## src/rtl/ram_port_arbiter.sv

```systemverilog
// Arbitrates the byte-wide RAM port between instruction fetch and load/store.
// Each granted word-level request is split into 1/2/4 byte beats and finished with a one-cycle done pulse.
module ram_port_arbiter (
    input  logic        clk,
    input  logic        rst,
    input  logic        if_req_i,
    input  logic [31:0] if_addr_i,
    output logic        if_done_o,
    output logic [31:0] if_data_o,
    input  logic        mem_req_i,
    input  logic        mem_we_i,
    input  logic [1:0]  mem_size_i,
    input  logic        mem_unsigned_i,
    input  logic [31:0] mem_addr_i,
    input  logic [31:0] mem_wdata_i,
    output logic        mem_done_o,
    output logic [31:0] mem_rdata_o,
    output logic        ram_re_o,
    output logic        ram_we_o,
    output logic [31:0] ram_addr_o,
    output logic [7:0]  ram_wdata_o,
    input  logic [7:0]  ram_rdata_i,
    output logic [2:0]  dbg_state_o
);
    // Handshake: a requester holds req with stable operands until its done pulse;
    // operands are sampled only in the grant cycle, and in the cycle after done
    // the requester either drops req or presents its next transaction.
    typedef enum logic [2:0] {S_IDLE, S_RD, S_DRAIN, S_WR, S_DONE} state_t;
    localparam logic OWN_IF  = 1'b0;
    localparam logic OWN_MEM = 1'b1;

    state_t      state_q, state_d;
    logic        last_grant_q, owner_q, we_q, uns_q, rd_v1_q, rd_v2_q;
    logic [31:0] addr_q, wdata_q, rbuf_q, if_data_q, mem_rdata_q;
    logic [2:0]  n_q, issue_q, cap_q;
    logic        grant_if, grant_mem, grant_any, last_issue, last_cap;
    logic [2:0]  n_grant;
    logic [31:0] rd_word, rd_ext;

    always_comb begin
        grant_if  = if_req_i && (!mem_req_i || last_grant_q == OWN_MEM);
        grant_mem = mem_req_i && !grant_if;
        grant_any = (state_q == S_IDLE) && (grant_if || grant_mem);
        if (grant_if || mem_size_i[1]) n_grant = 3'd4;
        else if (mem_size_i[0])        n_grant = 3'd2;
        else                           n_grant = 3'd1;
        last_issue = (issue_q == n_q - 3'd1);
        last_cap   = rd_v2_q && (cap_q == n_q - 3'd1);
    end

    // Assembled word including the byte arriving this cycle, so results are valid in DONE.
    always_comb begin
        rd_word = rbuf_q;
        rd_word[{cap_q[1:0], 3'b000} +: 8] = ram_rdata_i;
        if (n_q == 3'd1)      rd_ext = {{24{!uns_q && rd_word[7]}}, rd_word[7:0]};
        else if (n_q == 3'd2) rd_ext = {{16{!uns_q && rd_word[15]}}, rd_word[15:0]};
        else                  rd_ext = rd_word;
    end

    always_ff @(posedge clk or negedge rst) begin
        if (!rst) state_q <= S_IDLE;
        else      state_q <= state_d;
    end

    always_comb begin
        state_d = state_q;
        case (state_q)
            S_IDLE:  if (grant_any) state_d = (grant_mem && mem_we_i) ? S_WR : S_RD;
            S_RD:    if (last_issue) state_d = S_DRAIN;
            S_DRAIN: if (last_cap) state_d = S_DONE;
            S_WR:    if (last_issue) state_d = S_DONE;
            S_DONE:  state_d = S_IDLE;
            default: state_d = S_IDLE;
        endcase
    end

    always_comb begin
        ram_re_o    = (state_q == S_RD);
        ram_we_o    = (state_q == S_WR);
        ram_addr_o  = addr_q + {29'd0, issue_q};
        ram_wdata_o = wdata_q[{issue_q[1:0], 3'b000} +: 8];
        if_done_o   = (state_q == S_DONE) && (owner_q == OWN_IF);
        mem_done_o  = (state_q == S_DONE) && (owner_q == OWN_MEM);
        if_data_o   = if_data_q;
        mem_rdata_o = mem_rdata_q;
        dbg_state_o = state_q;
    end

    always_ff @(posedge clk or negedge rst) begin
        if (!rst) begin
            last_grant_q <= OWN_IF;
            owner_q      <= OWN_IF;
            we_q         <= 1'b0;
            uns_q        <= 1'b0;
            rd_v1_q      <= 1'b0;
            rd_v2_q      <= 1'b0;
            addr_q       <= 32'd0;
            wdata_q      <= 32'd0;
            rbuf_q       <= 32'd0;
            if_data_q    <= 32'd0;
            mem_rdata_q  <= 32'd0;
            n_q          <= 3'd0;
            issue_q      <= 3'd0;
            cap_q        <= 3'd0;
        end else begin
            // Read data returns two cycles after its issue cycle.
            rd_v1_q <= (state_q == S_RD);
            rd_v2_q <= rd_v1_q;
            if (grant_any) begin
                last_grant_q <= grant_mem;
                owner_q      <= grant_mem;
                addr_q       <= grant_mem ? mem_addr_i : if_addr_i;
                n_q          <= n_grant;
                we_q         <= grant_mem && mem_we_i;
                uns_q        <= mem_unsigned_i;
                wdata_q      <= mem_wdata_i;
                issue_q      <= 3'd0;
                cap_q        <= 3'd0;
                rbuf_q       <= 32'd0;
            end
            if (state_q == S_RD || state_q == S_WR) issue_q <= issue_q + 3'd1;
            if (rd_v2_q) begin
                rbuf_q <= rd_word;
                cap_q  <= cap_q + 3'd1;
            end
            if (state_q == S_DRAIN && last_cap && !we_q) begin
                if (owner_q == OWN_IF) if_data_q   <= rd_word;
                else                   mem_rdata_q <= rd_ext;
            end
        end
    end
endmodule

```

## config.mk

```make
export PLATFORM = sky130hd
export DESIGN_NAME = ram_port_arbiter
export DESIGN_NICKNAME = d
export VERILOG_FILES = /design/src/rtl/ram_port_arbiter.sv
export SDC_FILE = /design/constraint.sdc
export NUM_CORES = 1
export LEC_CHECK = 0
export CORE_UTILIZATION = 35
export CTS_BUF_LIST = sky130_fd_sc_hd__clkbuf_8
export CTS_CLUSTER_SIZE = 28
export DETAILED_ROUTE_END_ITERATION = 7
export SLEW_MARGIN = 20
export SYNTH_ARGS = -nofsm -noshare
export SYNTH_HDL_FRONTEND = slang
export SYNTH_SLANG_ARGS = --single-unit
export TNS_END_PERCENT = 100
```

## constraint.sdc

```tcl
create_clock -name clk -period 6.9 [get_ports clk]
set_clock_uncertainty 0.15 [all_clocks]
set_input_delay 1.035 -clock clk [delete_from_list [all_inputs] [get_ports clk]]
set_output_delay 1.035 -clock clk [all_outputs]
set_load 0.05 [all_outputs]
```

==> run summary <==
Pin count of the biggest net entering global routing: 84
Crit-path slowest cell: clkdlybuf4s50_1
Crit path DAT: 3800 ps
Compound-gate portion of the synthesized area: 0.114
Diodes inserted: 0
CTS tree: yes
Status: finished clean
Synth-to-Final Area Change: 33.7%
Static leakage: 5.24 nW
XOR/XNOR share of the synthesized area: 0.0408
DR WL/cell: 16.9 um
Post-synth net total: 1018
Initial drt markers: 436
Hold WC Path Type: flop to flop
Main flop type after synthesis: dfrtp_1
RD Place Congestion: 0.788
YS warnings: 0
Mapped Cells: 892
Rel. slew slack: 0.243
Post-CTS Setup Bufs: 0
Final min period: 4980 ps
Syn Area/Cell: 9.77 um2
Antenna Nets Post-Route: 0
Final WL: 24.1 mm
Total CTS buffers: 17
Clock share of power: 0.378
Clock sink count: 177
Die area: 25500 um2
Yosys reg bits: 177
Sw Share: 0.270
Gate power share: 0.074
Critical path startpoint category: flop
Layout cells sized above 1: 0.0844
Port-buffer cells: 222
Worst-path clk slew: 90 ps
Total Routing Usage GR: 0.196
Critical Path End Type: output port
DR DRC count: 0
VDD IR max: 0.000124 V
Delay of the slowest critical-path stage: 820 ps
Via count: 7053
Pre-antenna DRT Iters: 4
P_int: 1.40 mW
H-tree depth: 4
Post-synth ARST share: 1.00
Setup TNS: 0 ps
Final Hold Vio Count: 0
Max-slew violations: 0
Adder-Cell Fraction of Synth Area: 0.0210
Post-CTS Resized: 0
Psw: 0.516 mW
Fin crit share: 0.722
Bufs on Longest Clock Path: 2
RSZ-0062 raised after global routing: no
Core area: 24400 um2
Required time worst endpoint: 5710 ps
Yosys cell types: 56
Sequential power share: 0.548
Max Cap Viol: 0
Die X: 160 um
Vias/cell: 4.95
FMAX: 201 MHz
Final #Nets: 1215
Cell Area, Synth: 8710 um2
Final Setup Violations: 0
Setup CP Type: flop to output port
Die Y: 160 um
Main combinational cell family by area after synthesis: simple AND/OR/NAND/NOR gates
Crit path max fanout: 13
Vias in the first global route: 7026
Row count: 57
Starting Density: 0.357
PwrDens: 164 nW/um2
Root Driver: clkbuf_8
Fill count: 2349
Worst-Skew Late Latency: 480 ps
Simple-gate share of the synthesized area: 0.179
Worst R2R Setup Slack: 3340 ps
Global-route wire length before repair: 39.3 mm
Register area share after synthesis: 0.508
Hold Slack: 206 ps
I/O pins: 223
Grt total ovfl: 0
Multiplexer share of the synthesized area: 0.101
HPWL after detailed placement: 16.9 mm
Hold_buf cts: 0
Total power: 1.91 mW
Initial antenna violation count: 0
Tightest Pin Transition: 1140 ps
Worst path cell trace: ha_1 -> a21oi_1 -> o21a_1 -> or4_1 -> nor3_1 -> xor2_1 -> clkdlybuf4s50_1
Post-synth EDFFs: 0
## final timing paths
path                                              from                     endpoint  depth (start not counted)
worst max-delay path            issue_q[0]$_DFFE_PN0P_               ram_addr_o[31]                          7
worst min-delay path                 rd_v1_q$_DFF_PN0_            rd_v2_q$_DFF_PN0_                          0
worst max register to register    cap_q[0]$_DFFE_PN0P_  mem_rdata_o[18]$_DFFE_PN0P_                          7
worst min register to register       rd_v1_q$_DFF_PN0_            rd_v2_q$_DFF_PN0_                          0
max in group asynchronous                          rst            rd_v2_q$_DFF_PN0_                          2
min in group asynchronous                          rst      wdata_q[20]$_DFFE_PN0P_                          1
## per-stage QoR
stage | utilization | instances | area [um2] | setup slack (ps)
2_1_floorplan | - | 892 | 8710 | 3130
3_5_place_dp | 0.461 | 1394 | 11200 | 2360
5_1_grt | 0.477 | 1426 | 11600 | 1610
4_1_cts | 0.477 | 1426 | 11600 | 1820
3_3_place_gp | 0.461 | 1394 | 11200 | 2440
6_report | 0.477 | 1426 | 11600 | 1920
## kinds of logic (layout without fill, tap and decap cells)
logic type / after synthesis / after routing
buffers and inverters: 78 / 288
XOR/XNOR: 39 / 39
multiplexers: 74 / 74
adder cells (fa/ha/maj): 14 / 14
AND/OR/NAND/NOR: 350 / 350
flip-flops: 177 / 177
AO/OA/AOI/OAI: 160 / 160
## power groups by stage
stage	clock network [mW]	logic, mW	registers, mW
2_1_floorplan	0	0.0402	1.07
6_report	0.723	0.141	1.05
4_1_cts	0.748	0.145	1.05
3_5_place_dp	0	0.144	1.07
3_3_place_gp	0	0.142	1.07
5_1_grt	0.795	0.156	1.05
## cells in the final DEF (no fill, tap or decap), types with 3 or more instances in the layout
cell and n:
a21oi_1 28, a22o_1 8, a31oi_1 8, and2_1 3, and3_1 3, and4_1 4
buf_4 8, clkbuf_8 17, clkdlybuf4s50_1 221, clkinv_4 3, clkinv_8 3, dfrtp_1 176
ha_1 13, inv_1 25, inv_8 6, mux2_2 33, mux2i_1 32, mux4_2 8
nand2_1 230, nand2b_1 10, nand3_1 20, nand3b_1 9, nand4_1 4, nor2_1 42
nor2b_1 5, nor3_1 4, o21a_1 10, o21ai_0 68, o22a_1 8, o31ai_1 18
xnor2_1 22, xor2_1 16
## metal layers
metal,global-route usage,vias up,share of wire
met5,0,-,0
met4,0.0636,0,0.020
met3,0.0332,30,0.041
met2,0.315,162,0.47
met1,0.268,3440,0.46
li1,-,3421,-
## cells in the mapped netlist, types with 4 or more instances
cell	count	area [um2]
a21oi_1	28	140
a22o_1	8	70.1
a31oi_1	8	50.1
and4_1	4	35.0
buf_1	6	22.5
buf_2	8	40.0
clkbuf_1	37	139
dfrtp_1	177	4430
ha_1	13	163
inv_1	25	93.8
mux2_2	33	372
mux2i_1	32	320
mux4_2	8	180
nand2_1	230	863
nand2b_1	10	62.6
nand3_1	20	100
nand3b_1	9	67.6
nand4_1	4	25.0
nor2_1	42	158
nor2b_1	6	37.5
nor3_1	4	20.0
o21a_1	10	75.1
o21ai_0	68	340
o22a_1	8	70.1
o31ai_1	18	135
xnor2_1	22	193
xor2_1	16	140
## worst max-delay path, delay by kind of cell, from the launching register on
| kind | cells | cell delay, ps |
|---|---|---|
| AO/OA/AOI/OAI | 2 | 380 |
| XOR/XNOR | 1 | 170 |
| adder cells (fa/ha/maj) | 1 | 310 |
| buffers and inverters | 1 | 820 |
| flip-flops | 1 | 800 |
| AND/OR/NAND/NOR | 2 | 860 |
## registers in the layout, summed over array words and instances (netlist names)
signal	flops
addr_q	32
cap_q	3
dbg_state_o	3
if_data_o	32
issue_q	3
mem_rdata_o	32
n_q	3
owner_q	1
rbuf_q	32
rd_v1_q	1
rd_v2_q	1
uns_q	1
wdata_q	32
we_q	1
## cell type report
class | count | area, um2 | share of cell area
clock inverter | 15 | 166 | 0.0143
multi-input combinational | 637 | 4030 | 0.346
clock buffer | 17 | 234 | 0.0201
sequential | 177 | 4430 | 0.380
tap | 324 | 405 | 0.0348
inverter | 26 | 97.6 | 0.00838
timing repair buffer | 230 | 2280 | 0.196
Power figures use the tool's default switching activity.
